==> src/rtl/alu_seq.sv <==
// Micro-sequencer for the 8-bit ALU: runs one register-to-register operation
// per accepted request as LOAD_A -> (LOAD_B) -> EXEC, four clk phases per state.
module alu_seq (
  input  logic       clk,
  input  logic       rst_n,
  input  logic       start,
  input  logic [3:0] op_s,
  input  logic       op_m,
  input  logic       cn_in,
  input  logic       single,
  input  logic [1:0] src_a,
  input  logic [1:0] src_b,
  input  logic [1:0] dst,
  output logic       busy,
  output logic       done,
  output logic       lddr1,
  output logic       lddr2,
  output logic       t4,
  output logic       nalu_bus,
  output logic [3:0] s,
  output logic       m,
  output logic       cn,
  output logic [1:0] reg_rd_sel,
  output logic       nreg_bus,
  output logic [1:0] reg_wr_sel,
  output logic       reg_we,
  output logic [1:0] dbg_state,
  output logic [1:0] dbg_phase
);

  // Request handshake: start is sampled only while idle (busy=0); a sampled
  // start is accepted at that edge, busy rises the next cycle, and any start
  // seen while busy is dropped. done pulses one cycle after the write cycle.

  typedef enum logic [1:0] {
    IDLE   = 2'd0,
    LOAD_A = 2'd1,
    LOAD_B = 2'd2,
    EXEC   = 2'd3
  } state_e;

  state_e     state_q, state_d;
  logic [1:0] phase_q, phase_d;
  logic       accept;

  logic       single_q, single_d;
  logic [1:0] src_a_q, src_a_d;
  logic [1:0] src_b_q, src_b_d;
  logic [1:0] dst_q, dst_d;

  logic       busy_q, busy_d;
  logic       done_q, done_d;
  logic       lddr1_q, lddr1_d;
  logic       lddr2_q, lddr2_d;
  logic       t4_q, t4_d;
  logic       nalu_q, nalu_d;
  logic       nreg_q, nreg_d;
  logic [1:0] rd_sel_q, rd_sel_d;
  logic [1:0] wr_sel_q, wr_sel_d;
  logic       we_q, we_d;
  logic [3:0] s_q, s_d;
  logic       m_q, m_d;
  logic       cn_q, cn_d;

  // Only the subtract-style arithmetic functions consume the carry input.
  function automatic logic cn_select(input logic [3:0] fs, input logic fm, input logic fc);
    logic uses_cn;
    uses_cn = (fs == 4'b0110) || (fs == 4'b0111) || (fs == 4'b1011) || (fs == 4'b1111);
    return (!fm && uses_cn) ? fc : 1'b0;
  endfunction

  always_comb begin
    state_d = state_q;
    phase_d = phase_q;
    accept  = 1'b0;
    case (state_q)
      IDLE: begin
        phase_d = 2'd0;
        if (start) begin
          accept  = 1'b1;
          state_d = LOAD_A;
        end
      end
      LOAD_A: begin
        phase_d = phase_q + 2'd1;
        if (phase_q == 2'd3) state_d = single_q ? EXEC : LOAD_B;
      end
      LOAD_B: begin
        phase_d = phase_q + 2'd1;
        if (phase_q == 2'd3) state_d = EXEC;
      end
      EXEC: begin
        phase_d = phase_q + 2'd1;
        if (phase_q == 2'd3) state_d = IDLE;
      end
      default: begin
        state_d = IDLE;
        phase_d = 2'd0;
      end
    endcase
  end

  // Operand fields: the accepting cycle uses the raw inputs so LOAD_A outputs
  // can be registered at the same edge that latches them.
  always_comb begin
    single_d = accept ? single : single_q;
    src_a_d  = accept ? src_a  : src_a_q;
    src_b_d  = accept ? src_b  : src_b_q;
    dst_d    = accept ? dst    : dst_q;
    s_d      = accept ? op_s   : s_q;
    m_d      = accept ? op_m   : m_q;
    cn_d     = accept ? cn_select(op_s, op_m, cn_in) : cn_q;
  end

  // Outputs are decoded from the next state so every pin comes from a flop.
  always_comb begin
    busy_d   = (state_d != IDLE);
    done_d   = (state_q == EXEC) && (phase_q == 2'd3);
    lddr1_d  = 1'b0;
    lddr2_d  = 1'b0;
    t4_d     = 1'b0;
    nalu_d   = 1'b1;
    nreg_d   = 1'b1;
    rd_sel_d = 2'd0;
    wr_sel_d = 2'd0;
    we_d     = 1'b0;
    case (state_d)
      LOAD_A: begin
        lddr1_d  = 1'b1;
        nreg_d   = 1'b0;
        rd_sel_d = src_a_d;
        t4_d     = (phase_d == 2'd3);
      end
      LOAD_B: begin
        lddr2_d  = 1'b1;
        nreg_d   = 1'b0;
        rd_sel_d = src_b_d;
        t4_d     = (phase_d == 2'd3);
      end
      EXEC: begin
        nalu_d   = 1'b0;
        wr_sel_d = dst_d;
        we_d     = (phase_d == 2'd3);
        t4_d     = (phase_d == 2'd3);
      end
      default: ;
    endcase
  end

  always_ff @(posedge clk) begin
    if (!rst_n) begin
      state_q  <= IDLE;
      phase_q  <= 2'd0;
      single_q <= 1'b0;
      src_a_q  <= 2'd0;
      src_b_q  <= 2'd0;
      dst_q    <= 2'd0;
      busy_q   <= 1'b0;
      done_q   <= 1'b0;
      lddr1_q  <= 1'b0;
      lddr2_q  <= 1'b0;
      t4_q     <= 1'b0;
      nalu_q   <= 1'b1;
      nreg_q   <= 1'b1;
      rd_sel_q <= 2'd0;
      wr_sel_q <= 2'd0;
      we_q     <= 1'b0;
      s_q      <= 4'd0;
      m_q      <= 1'b0;
      cn_q     <= 1'b0;
    end else begin
      state_q  <= state_d;
      phase_q  <= phase_d;
      single_q <= single_d;
      src_a_q  <= src_a_d;
      src_b_q  <= src_b_d;
      dst_q    <= dst_d;
      busy_q   <= busy_d;
      done_q   <= done_d;
      lddr1_q  <= lddr1_d;
      lddr2_q  <= lddr2_d;
      t4_q     <= t4_d;
      nalu_q   <= nalu_d;
      nreg_q   <= nreg_d;
      rd_sel_q <= rd_sel_d;
      wr_sel_q <= wr_sel_d;
      we_q     <= we_d;
      s_q      <= s_d;
      m_q      <= m_d;
      cn_q     <= cn_d;
    end
  end

  assign busy       = busy_q;
  assign done       = done_q;
  assign lddr1      = lddr1_q;
  assign lddr2      = lddr2_q;
  assign t4         = t4_q;
  assign nalu_bus   = nalu_q;
  assign nreg_bus   = nreg_q;
  assign reg_rd_sel = rd_sel_q;
  assign reg_wr_sel = wr_sel_q;
  assign reg_we     = we_q;
  assign s          = s_q;
  assign m          = m_q;
  assign cn         = cn_q;
  assign dbg_state  = state_q;
  assign dbg_phase  = phase_q;

endmodule

==> config.mk <==
export PLATFORM = sky130hd
export DESIGN_NAME = alu_seq
export DESIGN_NICKNAME = d
export VERILOG_FILES = /design/src/rtl/alu_seq.sv
export SDC_FILE = /design/constraint.sdc
export NUM_CORES = 1
export LEC_CHECK = 0
export ABC_AREA = 1
export CAP_MARGIN = 20
export CORE_ASPECT_RATIO = 0.75
export CORE_MARGIN = 2
export CORE_UTILIZATION = 43
export DETAILED_ROUTE_END_ITERATION = 8
export PLACE_DENSITY = 0.83
export SKIP_LAST_GASP = 1
export SYNTH_ARGS = -nofsm -noshare
export SYNTH_HDL_FRONTEND = slang
export SYNTH_SLANG_ARGS = --single-unit
==> constraint.sdc <==
create_clock -name clk -period 1.5 [get_ports clk]
set_input_delay 0.3 -clock clk [delete_from_list [all_inputs] [get_ports clk]]
set_output_delay 0.3 -clock clk [all_outputs]
set_load 0.01 [all_outputs]
* Yosys cells after proc, flatten, opt, wreduce, memory -nomap -nowiden
Index checks and enable logic that the tools add are counted.
Word-level totals: register bits 29, output and inout port bits 22
Cells by class: $add $sub $neg 1, eq/ne operators 12, muxes and demuxes 18, reductions and logical operators 13
Operators with widths (count):
- 2-bit two-way mux | 7
- 2-bit equality test, second input constant | 6
- 4-bit by 3-bit equality test with 1-bit output, second input constant | 2
- 4-bit equality test, second input constant | 2
- 1-bit two-way mux | 8
- 2-bit case mux with 2 select lines | 2
- 2-bit case mux with 4 select lines | 1
- 3-bit OR reduction | 2
- 2-bit by 1-bit equality test with 1-bit output, second input constant | 2
- 2-bit AND reduction | 2
- 1-bit logical OR | 3
- 2-bit by 1-bit adder with 2-bit output, second input constant | 1
- 1-bit logical AND | 2
- 2-bit logical NOT | 1
- 2-bit nonzero test | 1
- 2-bit OR reduction | 1
- 1-bit logical NOT | 1

* Longest topological paths before layout
depth after elaboration 6, mapped depth 8, gate-level depth less buffers 8

* Worst setup path before layout
OpenSTA, ideal clock, no wires.
path type register to register, start point register phase_q[0], in the netlist dbg_phase[0], end point register nreg_q, in the netlist nreg_bus, setup time 0.123 ns, arrival 1.157 ns, setup slack 0.219 ns, stages on the path, launching flop included 7, period minus slack after synthesis 1.281 ns, cells stage by stage dfxtp_1 > ha_1 > a21oi_1 > nor2_1 > nand2_1 > nand2_1 > nand2_1
Between the ends: longest elaborated chain between the ends 6, elaborated cells between the ends (all ways) 9, classes of those cells 3 x eq/ne; 5 x mux; 1 x reduce/logical
Ends and longest elaborated chain:
- from (decl) | RTL line 43 | logic [1:0] phase_q, phase_d;
- from (signal assigned) | RTL line 173 | phase_q <= phase_d;
- 2-bit equality test * | RTL line 86, 90, 94
- 2-bit two-way mux, on equally long branches | RTL line 94, 86, 90
- 2-bit case mux with 4 select lines * | RTL line 76 | case (state_q)
- 2-bit equality test / 2-bit by 1-bit equality test with 1-bit output (equally long branches) | RTL line 127 | case (state_d)
- 2-bit OR reduction (no source line) *
- 1-bit two-way mux * | RTL line 127
- to (signal assigned) | RTL line 184 | nreg_q <= nreg_d;
- to (decl) | RTL line 57 | logic nreg_q, nreg_d;
Mark *: on every way between the ends. The rest lies on a longest branch, timed or not. A chain may end at the register's enable or synchronous reset.

* Final worst setup path
start point register busy_q, in the netlist busy, end point output port busy
RTL lines:
- from (decl) | RTL line 51 | logic busy_q, busy_d;
- from (signal assigned) | RTL line 178 | busy_q <= busy_d;
- to (decl) | RTL line 14 | output logic busy,
No word-level cell between the ends.

==> results.md <==
- Summed over all nets, the half-perimeter wirelength after detailed placement is 1890 µm.
- The total nets after synthesis is 156.
- The starting density of the core is 46.1%.
- Of all cell types, the one taking the most synthesized area is sky130_fd_sc_hd__dfxtp_1.
- For the worst setup path, the data arrival time is 1.16 ns.
- By area the synthesized netlist is led by sky130_fd_sc_hd__dfxtp_1, sky130_fd_sc_hd__nor2_1, sky130_fd_sc_hd__nand2_1.
- The setup-violating endpoint count in the final report is 0.
- The clock drives 29 sinks.
- The total negative slack for setup checks is 0 ns.
- The complex-gate fraction of the synthesized area is 5.13%.
- Summing the areas of all fa, ha and maj instances in the mapped netlist gives 1.17% of the synthesized area.
- After technology mapping, the gate count stands at 139.
- In this run the standard cell core region covers 2330 µm².
- The Yosys step of the flow raised 0 warnings.
- Of all nets on the critical path, the largest fanout is 1.
- After synthesis, the largest area contributor takes up 54.1% of total cell area.
- The number of buffers created by CTS is 5.
- The final weighted congestion in routability-driven placement is 0.805.
- Detailed routing inserted a total of 1001 vias.
- The worst setup skew after layout is 0.00918 ns.
- The post-synthesis xor/xnor area fraction is 0%.
- The number of global-route vias before repair is 925.
- In this run the tightest slew margin relative to its limit is 81.0%.
- The die area is 2920 µm².
- The distinct cell type count after synthesis is 18.
- After detailed routing, the average wire length per cell comes to 11.4 µm.
- In this run the power density over the cells is 1080 nW/µm².
- The residual overflow from global routing is 0.
- The maximum vdd drop is 0.854 mV.
- For the finished layout, the period the worst path requires is 1.46 ns.
- The number of buffers and inverters on the critical path is 1.
- The wire length reported by the detailed router is 2510 µm.
- The number of diodes is 0.
- Walking the worst path, the cells encountered are clkdlybuf4s50_1.
- The count of endpoints failing hold in the final timing report is 0.
- The initial antenna violation count is 0.
- The mean instance size in the synthesized netlist is 7.72 µm².
- The main combinational cell family by area after synthesis is simple AND/OR/NAND/NOR gates.
- The tightest min-delay check is of the reg -> reg type.
- The number of fill cells is 216.
- The violation count after the first detailed-route iteration is 13.
- In this design, the stage delay of the slowest critical-path cell is 0.52 ns.
- The count of buffers added by post-CTS timing repair for setup is 0.
- Max-cap violations in this run came to 0.
- In this run the clock root is driven by a sky130_fd_sc_hd__clkbuf_4.
- The total of buffers placed on input and output ports is 37.
- In the global route stage, overall resource usage came out at 19.2%.
- Using the TritonRoute via totals, the vias-per-cell ratio works out to 4.55.
- The count of placed standard cells including taps is 212.
- The cell area after synthesis is 1070 µm².
- The die outline height is 47.3 µm.
- The first-pass iteration count of the detailed router is 4.
- Relative to the synthesized area, the layout overhead comes to 49.9%.
- The nature of the critical path endpoint is an output pin.
- The sequential-to-total area share from yosys stat is 54.1%.
- Clock latency on the worst-skew pair, taken at its later pin, is 0.33 ns.
- The static power due to leakage is 0.892 nW.
- The type of element launching the critical path is a flop.
- The area used by multi-input combinational logic is 412 µm².
- The die boundary width is 61.7 µm.
- Setup repair after global routing left no endpoint under its margin.
- The highest clock frequency the design can meet is 687 MHz.
- The simple-gate portion of the synthesized area is 31.6%.
- The first global-routing pass estimated 3780 µm of wire.
- The final layout net count is 202.
- The count of boundary I/O pins is 38.
- The finished layout holds 220 standard cells, fillers aside.
- The number of synthesized register bits is 29.
- The hold slack is 0.481 ns.
- The floorplan has 15 rows.
- The flow ran to the end, and the final reports show no timing, DRC or antenna violations.
- The slew at the pin closest to its max-slew limit is 0.281 ns.
- After synthesis, the share of cell area in mux cells is 0%.
- The fraction of layout instances using a drive strength above 1 is 12.9%.
- The gate family responsible for the most delay along the worst path is buffers and inverters.
- After detailed routing, the number of remaining DRC violations is 0.
- The register area is 582 µm².
- The post-detailed-route count of antenna-violating nets is 0.
- The max-slew violation total from the final report came to 0.
- The worst setup path is of the reg -> out kind.
- Entering global routing, the biggest net connects 10 pins.
- TritonCTS built the clock tree.
- The H-tree was split into 2 levels.
- The required time at the endpoint of the critical path is 1.20 ns.
- After layout, the worst path uses 97.1% of the clock period.
- Clock-pin slew was measured on the worst setup and hold paths at 0.08 ns.
- The slowest stage of the critical path is the sky130_fd_sc_hd__clkdlybuf4s50_1 cell.
- The maximum buffer depth of the clock tree is 2.
-- kinds of logic after synthesis --
group / count (synthesis)
adder cells (fa/ha/maj): 1
AO/OA/AOI/OAI: 11
AND/OR/NAND/NOR: 78
flip-flops: 29
buffers and inverters: 20
-- layout by cell type, fill, tap and decap left out, drive strengths merged --
cell type	Yosys	final
nand3	4	4
buf	2	6
nand2	31	31
dlymetal6s2s	0	10
clkbuf	2	7
or2	2	2
nor2	36	36
dlygate4sd2	0	10
ha	1	1
clkdlybuf4s50	0	17
a21oi	4	4
dfxtp	29	29
o21ai	7	7
bufinv	0	1
nor3	5	5
inv	16	16
-- per-layer routing --
layer  track usage, %  up-vias  part of all wire (%)  wire length (µm)
met5                0        -                     0                 0
met4             7.66        0                   1.6                39
met3             11.8        5                   9.4               236
met1             20.4      442                    43              1080
li1                 -      516                     -                 -
met2             31.2       38                    46              1160
-- worst register-to-register path, cell delays in order (launching register included) --
cell and delay [ns]:
sky130_fd_sc_hd__dfxtp_1 0.38, sky130_fd_sc_hd__ha_2 0.25, sky130_fd_sc_hd__nand2_1 0.11, sky130_fd_sc_hd__nand3_1 0.12, sky130_fd_sc_hd__nand3_2 0.11, sky130_fd_sc_hd__nor2_1 0.22
sky130_fd_sc_hd__nand2_1 0.07, sky130_fd_sc_hd__nand2_1 0.07
-- synthesized netlist by cell type, drive strengths merged --
master,number
ha,1
inv,16
o21ai,7
or2,2
dfxtp,29
nand3,4
nor2,36
nor3,5
buf,2
a21oi,4
nand2,31
clkbuf,2
-- worst paths after layout --
check | start | endpoint | slack [ns] | cells past startpoint
hold / removal | cn | cn | 0.48 | 2
setup reg to reg | dbg_phase[0] | reg_rd_sel[1] | 0.12 | 7
setup / recovery | busy | busy | 0.04 | 1
hold reg to reg | cn | cn | 0.48 | 2
-- power by group --
part	internal, mW	total (mW)	leakage, nW	switching [mW]
registers	0.815	0.834	0.239	0.0189
clock network	0.398	0.656	0.0455	0.258
logic	0.120	0.249	0.607	0.129
total	1.33	1.74	0.892	0.406
-- cell type report --
class / instances / area share, %
clock buffers: 7 / 3.42
multi-input cells: 90 / 25.6
repair buffers: 43 / 26.6
well taps: 34 / 2.64
inverters: 16 / 3.73
flip-flops and latches: 29 / 36.2
clock inverters: 1 / 1.87
-- metrics by stage --
step,setup slack (ns),power [mW],utilization [%],cell area (µm²)
after floorplan,0.219,0.978,-,1070
after global placement,0.0350,1.10,64.7,1510
after detailed placement,-0.0229,1.11,64.7,1510
after CTS,-0.0883,1.75,67.8,1580
after global routing,0.000273,1.82,69.1,1610
final,0.0441,1.74,69.1,1610
-- sequential cells by signal, indices dropped and copies added (netlist names) --
register	count
src_b_q	2
reg_we	1
dst_q	2
m	1
nalu_bus	1
reg_wr_sel	2
cn	1
s	4
done	1
dbg_phase	2
busy	1
reg_rd_sel	2
src_a_q	2
t4	1
nreg_bus	1
lddr2	1
single_q	1
lddr1	1
dbg_state	2
-- timing repair --
| item | CTS | global route |
|---|---|---|
| gates resized for setup | 11 | 12 |
| setup endpoints to repair | 11 | 13 |
| hold buffers | 0 | 0 |
Power figures use the tool's default switching activity.
